--- src/rtl/exe_sched_w1_pkg.sv ---
// -----------------------------------------------------------------------------
// exe_sched_pkg
// Shared types and constants for the two-client execution-unit scheduler.
//   sched_state_t : scheduler FSM state encoding (IDLE, EXEC, RESP)
//   M_DEF/N_DEF   : default operand/result and operation-code widths
//   LAT_DEF       : default execution-unit latency in cycles
//   LAT_CW        : width of the latency counter (covers latencies 1..15)
//   idx_to_onehot : maps a client index to its one-hot handshake vector
// -----------------------------------------------------------------------------
package exe_sched_pkg;

    typedef enum logic [1:0] {
        IDLE = 2'd0,
        EXEC = 2'd1,
        RESP = 2'd2
    } sched_state_t;

    localparam int M_DEF   = 4;
    localparam int N_DEF   = 2;
    localparam int LAT_DEF = 1;
    localparam int LAT_CW  = 4;

    function automatic logic [1:0] idx_to_onehot(input logic idx);
        return idx ? 2'b10 : 2'b01;
    endfunction

endpackage

--- src/rtl/exe_sched_w1_if.sv ---
// -----------------------------------------------------------------------------
// exe_sched_w1_if
// Bundles the client request/response handshakes and the execution-unit
// operand/result bus seen by the scheduler.
//   req_valid/req_ready      : per-client request handshake ([1:0])
//   req_oper/req_arg_a/_b    : per-client request payload
//   rsp_valid/rsp_ready      : per-client response handshake ([1:0])
//   rsp_result/rsp_status    : shared response payload
//   oper/arg_a/arg_b         : operands driven to the execution unit
//   result/status            : execution-unit outputs
//   busy                     : scheduler not idle
// Modports: slave = scheduler side, master = clients plus execution unit.
// -----------------------------------------------------------------------------
interface exe_sched_w1_if
    import exe_sched_pkg::*;
#(
    parameter int M = M_DEF,
    parameter int N = N_DEF
) ();

    logic [1:0]          req_valid;
    logic [1:0]          req_ready;
    logic [1:0][N-1:0]   req_oper;
    logic [1:0][M-1:0]   req_arg_a;
    logic [1:0][M-1:0]   req_arg_b;

    logic [1:0]          rsp_valid;
    logic [1:0]          rsp_ready;
    logic [M-1:0]        rsp_result;
    logic [1:0]          rsp_status;

    logic [N-1:0]        oper;
    logic [M-1:0]        arg_a;
    logic [M-1:0]        arg_b;
    logic [M-1:0]        result;
    logic [1:0]          status;

    logic                busy;

    modport slave (
        input  req_valid, req_oper, req_arg_a, req_arg_b,
        input  rsp_ready, result, status,
        output req_ready, rsp_valid, rsp_result, rsp_status,
        output oper, arg_a, arg_b, busy
    );

    modport master (
        output req_valid, req_oper, req_arg_a, req_arg_b,
        output rsp_ready, result, status,
        input  req_ready, rsp_valid, rsp_result, rsp_status,
        input  oper, arg_a, arg_b, busy
    );

endinterface

--- src/rtl/exe_sched_w1_rr2.sv ---
// -----------------------------------------------------------------------------
// exe_sched_rr2
// Combinational two-way round-robin picker.
//   valid[1:0] : in,  requesting clients
//   last       : in,  index of the client served most recently
//   grant[1:0] : out, one-hot grant (zero when nobody requests)
// A lone requester always wins; on a tie the client that was not served
// last wins.
// -----------------------------------------------------------------------------
module exe_sched_rr2
    import exe_sched_pkg::*;
(
    input  logic [1:0] valid,
    input  logic       last,
    output logic [1:0] grant
);

    always_comb begin
        grant = 2'b00;
        case (valid)
            2'b01:   grant = 2'b01;
            2'b10:   grant = 2'b10;
            2'b11:   grant = idx_to_onehot(~last);
            default: grant = 2'b00;
        endcase
    end

endmodule

--- src/rtl/exe_sched_w1.sv ---
// -----------------------------------------------------------------------------
// exe_sched_w1
// Shares one exe_unit_w1 between two clients. A request is accepted in IDLE,
// its operands are held on the execution-unit bus for LAT+1 cycles (EXEC),
// the unit output is captured when the counter reaches LAT, and the result is
// presented to the granted client until it takes it (RESP).
// Ports:
//   i_clk : clock, rising edge
//   i_rst : asynchronous active-high reset
//   bus   : exe_sched_w1_if.slave (client handshakes + execution-unit bus)
// Parameters: M operand width, N opcode width, LAT unit latency (1..15).
// -----------------------------------------------------------------------------
module exe_sched_w1
    import exe_sched_pkg::*;
#(
    parameter int M   = M_DEF,
    parameter int N   = N_DEF,
    parameter int LAT = LAT_DEF
) (
    input  logic          i_clk,
    input  logic          i_rst,
    exe_sched_w1_if.slave bus
);

    localparam logic [LAT_CW-1:0] LAT_V = LAT_CW'(LAT);
    localparam logic [LAT_CW-1:0] ONE_V = LAT_CW'(1);

    sched_state_t        state;
    sched_state_t        state_nx;

    logic                last;
    logic                gsel;
    logic [LAT_CW-1:0]   cnt;
    logic [1:0]          grant;
    logic [1:0]          req_ready;
    logic                accept;
    logic                cnt_hit;
    logic                rsp_take;

    logic [N-1:0]        oper_r;
    logic signed [M-1:0] arg_a_r;
    logic signed [M-1:0] arg_b_r;
    logic [M-1:0]        result_r;
    logic [1:0]          status_r;

    exe_sched_rr2 u_rr2 (
        .valid (bus.req_valid),
        .last  (last),
        .grant (grant)
    );

    // Grant is already qualified by valid, so any grant in IDLE is a handshake.
    assign accept   = (state == IDLE) && (grant != 2'b00);
    assign cnt_hit  = (state == EXEC) && (cnt == LAT_V);
    // Only the granted client's ready matters; the other bit is ignored.
    assign rsp_take = (state == RESP) && bus.rsp_ready[gsel];

    always_comb begin
        state_nx  = state;
        req_ready = 2'b00;
        case (state)
            IDLE: begin
                req_ready = grant;
                if (accept) state_nx = EXEC;
            end
            EXEC: begin
                if (cnt_hit) state_nx = RESP;
            end
            RESP: begin
                if (rsp_take) state_nx = IDLE;
            end
            default: state_nx = IDLE;
        endcase
    end

    always_ff @(posedge i_clk or posedge i_rst) begin
        if (i_rst) begin
            state <= IDLE;
        end else begin
            state <= state_nx;
        end
    end

    always_ff @(posedge i_clk or posedge i_rst) begin
        if (i_rst) begin
            last     <= 1'b1;
            gsel     <= 1'b0;
            cnt      <= '0;
            oper_r   <= '0;
            arg_a_r  <= '0;
            arg_b_r  <= '0;
            result_r <= '0;
            status_r <= '0;
        end else begin
            if (accept) begin
                gsel    <= grant[1];
                oper_r  <= bus.req_oper[grant[1]];
                arg_a_r <= bus.req_arg_a[grant[1]];
                arg_b_r <= bus.req_arg_b[grant[1]];
                cnt     <= '0;
            end
            // Counter runs through the whole EXEC state; it is cleared on
            // the next acceptance, so its value after the capture is unused.
            if (state == EXEC) begin
                cnt <= cnt + ONE_V;
            end
            if (cnt_hit) begin
                result_r <= bus.result;
                status_r <= bus.status;
            end
            // The round-robin pointer moves only when a response is taken,
            // so an aborted or stalled operation does not change priority.
            if (rsp_take) begin
                last <= gsel;
            end
        end
    end

    assign bus.req_ready  = req_ready;
    assign bus.rsp_valid  = (state == RESP) ? idx_to_onehot(gsel) : 2'b00;
    assign bus.rsp_result = result_r;
    assign bus.rsp_status = status_r;
    assign bus.oper       = oper_r;
    assign bus.arg_a      = arg_a_r;
    assign bus.arg_b      = arg_b_r;
    assign bus.busy       = (state != IDLE);

endmodule

--- src/flat_wrapper.sv ---
// flat-port wrapper written by rule: the top's interface ports become plain ports
module exe_sched_w1_flat import exe_sched_pkg::*;
#(
    parameter int M   = M_DEF,
    parameter int N   = N_DEF,
    parameter int LAT = LAT_DEF
)
  (i_clk, i_rst, bus_req_valid, bus_req_oper, bus_req_arg_a, bus_req_arg_b, bus_rsp_ready, bus_result, bus_status, bus_req_ready, bus_rsp_valid, bus_rsp_result, bus_rsp_status, bus_oper, bus_arg_a, bus_arg_b, bus_busy);
  exe_sched_w1_if #(.M(M), .N(N)) bus_i ();
  input  logic i_clk;
  input  logic i_rst;
  input wire logic [$bits(bus_i.req_valid)-1:0] bus_req_valid;
  input wire logic [$bits(bus_i.req_oper)-1:0] bus_req_oper;
  input wire logic [$bits(bus_i.req_arg_a)-1:0] bus_req_arg_a;
  input wire logic [$bits(bus_i.req_arg_b)-1:0] bus_req_arg_b;
  input wire logic [$bits(bus_i.rsp_ready)-1:0] bus_rsp_ready;
  input wire logic [$bits(bus_i.result)-1:0] bus_result;
  input wire logic [$bits(bus_i.status)-1:0] bus_status;
  output wire logic [$bits(bus_i.req_ready)-1:0] bus_req_ready;
  output wire logic [$bits(bus_i.rsp_valid)-1:0] bus_rsp_valid;
  output wire logic [$bits(bus_i.rsp_result)-1:0] bus_rsp_result;
  output wire logic [$bits(bus_i.rsp_status)-1:0] bus_rsp_status;
  output wire logic [$bits(bus_i.oper)-1:0] bus_oper;
  output wire logic [$bits(bus_i.arg_a)-1:0] bus_arg_a;
  output wire logic [$bits(bus_i.arg_b)-1:0] bus_arg_b;
  output wire logic [$bits(bus_i.busy)-1:0] bus_busy;
  assign bus_i.req_valid = bus_req_valid;
  assign bus_i.req_oper = bus_req_oper;
  assign bus_i.req_arg_a = bus_req_arg_a;
  assign bus_i.req_arg_b = bus_req_arg_b;
  assign bus_i.rsp_ready = bus_rsp_ready;
  assign bus_i.result = bus_result;
  assign bus_i.status = bus_status;
  assign bus_req_ready = bus_i.req_ready;
  assign bus_rsp_valid = bus_i.rsp_valid;
  assign bus_rsp_result = bus_i.rsp_result;
  assign bus_rsp_status = bus_i.rsp_status;
  assign bus_oper = bus_i.oper;
  assign bus_arg_a = bus_i.arg_a;
  assign bus_arg_b = bus_i.arg_b;
  assign bus_busy = bus_i.busy;
  exe_sched_w1 #(.M(M), .N(N), .LAT(LAT)) u_core (.i_clk(i_clk), .i_rst(i_rst), .bus(bus_i));
endmodule
--- config.mk ---
export PLATFORM = sky130hd
export DESIGN_NAME = exe_sched_w1_flat
export DESIGN_NICKNAME = d
export VERILOG_FILES = /design/src/rtl/exe_sched_w1_pkg.sv /design/src/rtl/exe_sched_w1_if.sv /design/src/rtl/exe_sched_w1_rr2.sv /design/src/rtl/exe_sched_w1.sv /design/src/flat_wrapper.sv
export SDC_FILE = /design/constraint.sdc
export NUM_CORES = 1
export LEC_CHECK = 0
export BUFFER_PORTS_ARGS = -buffer_cell sky130_fd_sc_hd__buf_4
export CAP_MARGIN = 40
export CELL_PAD_IN_SITES_DETAIL_PLACEMENT = 2
export CELL_PAD_IN_SITES_GLOBAL_PLACEMENT = 2
export CORE_ASPECT_RATIO = 2
export CORE_MARGIN = 2
export CORE_UTILIZATION = 27
export CTS_BUF_LIST = sky130_fd_sc_hd__clkbuf_2 sky130_fd_sc_hd__clkbuf_4 sky130_fd_sc_hd__clkbuf_8
export DETAILED_ROUTE_END_ITERATION = 16
export GPL_ROUTABILITY_DRIVEN = 0
export PLACE_DENSITY_LB_ADDON = 0.1
export SLEW_MARGIN = 40
export SYNTH_ARGS = -nofsm -noshare
export SYNTH_HDL_FRONTEND = slang
export SYNTH_SLANG_ARGS = --single-unit
--- constraint.sdc ---
create_clock -name i_clk -period 1.38 [get_ports i_clk]
set_input_delay 0.069 -clock i_clk [delete_from_list [all_inputs] [get_ports i_clk]]
set_output_delay 0.069 -clock i_clk [all_outputs]
set_load 0.05 [all_outputs]
Word level (Yosys, flattened, before mapping). Index checks and enable logic that the tools add are counted. Widths: inputs -> output; s select.

Register bits after elaboration: 24. Output and inout bits: 21.

Add/sub/neg operators: 1. Magnitude comparators: 2. Eq/ne operators: 9. Mux-type cells: 19. Reduce and logical (&&, ||, !) cells: 8.

Operators by type and width (count): $mux 4 (6); $mux 2 (9); $pmux 2 s3 (2); $eq 2x2->1 const B (3); $ne 2x1->1 const B (3); $reduce_bool 2->1 (3); $add 4x1->4 const B (1); $eq 2x1->1 const B (2); $eq 4x1->1 const B (1); $lt 1x2->1 const B (2); $logic_and 1x1->1 (3); $reduce_and 3->1 (1); $logic_not 2->1 (1); $mux 1 (2).

Depth between registers and ports, before layout.
Depth after elaboration: 6. Mapped depth: 5. Gate-level depth less buffers: 5.

Cells and area by module. A second synthesis with hierarchy kept.

Cell total of the unflattened synthesis: 91. Area total of the unflattened synthesis: 1204.9 um^2.

By module, submodules not included: exe_sched_w1 (times used 1, cells an instance 88, area each 1186.1 um^2, sequential area each 601.8 um^2); exe_sched_rr2 (times used 1, cells an instance 3, area each 18.8 um^2, sequential area each 0.0 um^2).

Worst setup path before layout. No wires, ideal clock.

Path type: register -> register. Start point: register u_core.state[1]. End point: register u_core.arg_a_r[1], in the netlist u_core.bus.arg_a[1]. Setup time: 125 ps. Arrival time: 1466 ps. Slack: -212 ps. Stages on the path, launching flop included: 6. Path buffers: 2. Clock period less this slack: 1592 ps. Cells stage by stage: dfrtp_1 -> or2_0 -> buf_2 -> nor2_4 -> buf_6 -> mux2_4.

Word-level cells in the longest chain between the ends: 2.

Ends and longest elaborated chain: from (decl) (line exe_sched_w1.sv:28) `sched_state_t state;`; from (signal assigned) (line exe_sched_w1.sv:80) `state <= state_nx;`; $logic_not 2->1 (line exe_sched_w1.sv:53) `assign accept = (state == IDLE) && (grant != 2'b00);`; $logic_and 1x1->1 (line exe_sched_w1.sv:53); to (signal assigned) (line exe_sched_w1.sv:98) `arg_a_r <= bus.req_arg_a[grant[1]];`; to (decl) (line exe_sched_w1.sv:41) `logic signed [M-1:0] arg_a_r;`.

No other way between the ends. A chain may end at the register's enable or synchronous reset.

Worst setup path in the final report.
Start point: register u_core.last. End point: register u_core.arg_a_r[2], in the netlist u_core.bus.arg_a[2].

Word-level cells in the longest chain between the ends: 4.

Ends and longest elaborated chain: from (decl) (line exe_sched_w1.sv:31) `logic last;`; from (signal assigned) (line exe_sched_w1.sv:114) `last <= gsel;`; $mux 2 * (line exe_sched_w1_pkg.sv:24) `return idx ? 2'b10 : 2'b01;`; $pmux 2 s3 * (line exe_sched_w1_rr2.sv:20) `case (valid)`; $mux 4 (not written as such) or $reduce_bool 2->1 (tied branches) (line exe_sched_w1.sv:98, exe_sched_w1.sv:53); $mux 4 (not written as such) or $logic_and 1x1->1 (tied branches) (line exe_sched_w1.sv:98, exe_sched_w1.sv:53).

Mark *: on every way between the ends. The rest lies on a longest branch, timed or not. The select of a mux whose other input is x is not followed.

==> flow_metrics.tcl <==
set metrics [dict create \
    status "finished, violations left" \
    failed_checks "negative setup slack" \
    antenna_found_initial 0 \
    p_leak_nw 1.04 \
    async_reset_ff_share_pct 100 \
    hold_viol_final 0 \
    cellInternalPower_w 0.00282 \
    fp.dieH_um 98.8 \
    num_vias 1039 \
    cts_tree "yes" \
    clk_pin_slew_ns 0.09 \
    chipWidth_um 51.4 \
    endpoint_kind "register" \
    ys_top_cells_by_area "dfrtp_1, mux2_4, mux2_2" \
    cp.arrival_ns 1.67 \
    clock_latency_ns 0.26 \
    yosysSeqAreaShare_pct 49.6 \
    drc 0 \
    p_switching_w 0.00231 \
    yosysMostFrequentCell "dfrtp_1" \
    synth_top_cell_by_area "dfrtp_1" \
    detailed_place_hpwl_um 2790 \
    grt_pass1_vias 1246 \
    synth_top_flop_cell "dfrtp_1" \
    rows 34 \
    path_delay_family "flip-flops" \
    ys_ff_latch 24 \
    grt_util_all_layers_pct 17.1 \
    crit_chain "a21bo_4 -> mux2_4 -> mux2_4" \
    tightest_slew_ns 0.327 \
    rsz0062_at_grt "true" \
    grt_overflow 0 \
    coreArea_um2 4340 \
    syn_area_per_cell_um2 13.6 \
    crit_type "register to register" \
    crit_required_ns 1.54 \
    startpoint_type "register" \
    vdd_drop_max_mv 1.21 \
    slew_headroom_pct 78.2 \
    cp_slowest_stage_delay_ns 0.59 \
    synth_nets 123 \
    drive_gt1_share_pct 72.0 \
    crit_buf_inv 0 \
    cts_max_level 1 \
    worstPathMaxFanout 7 \
    pwr-share-comb_pct 65.2 \
    routedWlPerCell_um 18.4 \
    setup_tns_ns -1.37 \
    synth_top_area_share_pct 47.5 \
    period_share_pct 110 \
    clk_path_buf_depth 2 \
    setup_viol 14 \
    floorplan.initialDensity_pct 27.9 \
    grt_max_degree 25 \
    synth-edff-count 0 \
    final_cells 222 \
    switching_share_pct 45.1 \
    vias_per_cell 4.68 \
    port_buffers 52 \
    drtIter0Drc 3 \
    hold_ws_ns 0.0317 \
    cpMostUsedCell "mux2_4" \
    dieArea_um2 5080 \
    cp_slowest_cell "dfstp_2" \
    p_per_area_nw_per_um2 2510 \
    cts_sinks 24 \
    cts_buffers 3 \
    ant_nets 0 \
    clockRootBuffer "clkbuf_8" \
    synthToLayoutAreaGrowth_pct 68.2 \
    max_freq_ghz 0.660 \
    fin_worst_skew_ns 0.00460 \
    fin_area_um2 2040 \
    period_needed_ns 1.51 \
    worst_slack_ns -0.135 \
    power_frac_clock_pct 9.5 \
    drt_pre_antenna_iters 4 \
    seq_power_share_pct 25.4 \
    synthTopCellsByCount "dfrtp_1, mux2_4, mux2_2" \
    cap_viol_max_count 0 \
    dpl.cell_count 206 \
    grt_pass1_wl_um 6380 \
    hold_class "input pin to register" \
    netlist_instances 89 \
    diodes 0 \
    synth_area_um2 1210 \
    drt_wl_total_um 4080 \
    maxSlewViolCount 0 \
    dpl_cell_area_um2 1760 \
    yosys_warnings 0 \
    nets 203 \
    io_pins 53 \
    synth_cell_types 24 \
]
area by class of cell:
class | instances | area (um^2)
Multi-Input combinational cell | 60 | 684
Fill cell | 460 | 2300
Tap cell | 54 | 67.6
Timing Repair Buffer | 77 | 619
Sequential cell | 24 | 602
Inverter | 3 | 11.3
Clock buffer | 4 | 55.1
worst paths after layout:
check / from / slack [ns] / endpoint / cells past startpoint
hold reg to reg: u_core.bus.rsp_status[0]$_DFFE_PP0P_ / 0.52 / u_core.bus.rsp_status[0]$_DFFE_PP0P_ / 1
hold / removal: bus_result[2] / 0.03 / u_core.bus.rsp_result[2]$_DFFE_PP0P_ / 2
max in group asynchronous: i_rst / 0.66 / u_core.last$_DFFE_PP1P_ / 4
setup reg to reg: u_core.last$_DFFE_PP1P_ / -0.13 / u_core.bus.arg_a[2]$_DFFE_PP0P_ / 3
setup / recovery: u_core.last$_DFFE_PP1P_ / -0.13 / u_core.bus.arg_a[2]$_DFFE_PP0P_ / 3
min in group asynchronous: i_rst / 0.41 / u_core.bus.rsp_status[0]$_DFFE_PP0P_ / 4
metal layers:
metal	global-route usage, %	share of wire, %
met5	0	0
met4	4.25	0.98
met3	1.82	2.7
met2	36.3	66
met1	15.5	30
cells in the final DEF (no fill, tap or decap), drive strengths merged:
cell | netlist | layout
nor2 | 5 | 5
dlygate4sd3 | 0 | 1
nand2b | 2 | 2
dfrtp | 23 | 23
inv | 3 | 3
dfstp | 1 | 1
o22ai | 3 | 3
o2bb2ai | 1 | 1
nor3b | 1 | 1
clkbuf | 0 | 4
o21ai | 4 | 4
mux2 | 27 | 27
o211ai | 1 | 1
or2 | 1 | 1
nand2 | 4 | 4
and2 | 1 | 1
nand4 | 1 | 1
buf | 3 | 76
ha | 2 | 2
a21oi | 1 | 1
mux2i | 2 | 2
nor2b | 2 | 2
a21bo | 1 | 2
worst reg2reg max path: stages, from the launching register on:
cell,delay [ns]
dfstp_2,0.59
a21bo_4,0.24
mux2_4,0.32
mux2_4,0.26
kinds of logic (layout without fill, tap and decap cells):
logic type | Yosys count | count (layout) | synth area share [%]
buffers and inverters | 6 | 84 | 3.20
AO/OA/AOI/OAI | 11 | 12 | 6.30
multiplexers | 29 | 29 | 31.1
flip-flops | 24 | 24 | 49.6
AND/OR/NAND/NOR | 17 | 17 | 7.74
adder cells (fa/ha/maj) | 2 | 2 | 2.06
power by group through the flow:
stage | combinational (W) | sequential [W] | clock [W]
finish | 0.00334 | 0.00130 | 0.000486
global route | 0.00353 | 0.00134 | 0.000529
CTS | 0.00328 | 0.00130 | 0.000511
detailed placement | 0.00291 | 0.00128 | 0
global placement | 0.00282 | 0.00125 | 0
floorplan | 0.00106 | 0.00211 | 0
flip-flops by register name, summed over array words and instances, names as in the netlist:
name and cells:
u_core.bus.rsp_status 2, u_core.bus.rsp_result 4, u_core.cnt 4, u_core.bus.arg_a 4
u_core.last 1, u_core.bus.oper 2, u_core.bus.arg_b 4, u_core.state 2
u_core.gsel 1
stage by stage:
stage | setup slack [ns] | total power (W) | util [%]
global route | -0.157 | 0.00540 | 47.0
floorplan | -0.133 | 0.00317 | -
CTS | -0.129 | 0.00508 | 46.2
global placement | -0.138 | 0.00407 | 40.6
detailed placement | -0.174 | 0.00419 | 40.6
finish | -0.135 | 0.00513 | 47.0
what timing repair did:
item,4_1_cts,5_1_grt
buffers inserted,7,5
hold buffers,1,0
cloned,1,0
endpoints found under the hold margin,23,0
pin swaps,2,5
setup endpoints to repair,22,21
resized for setup,28,5
Power figures use the tool's default switching activity.
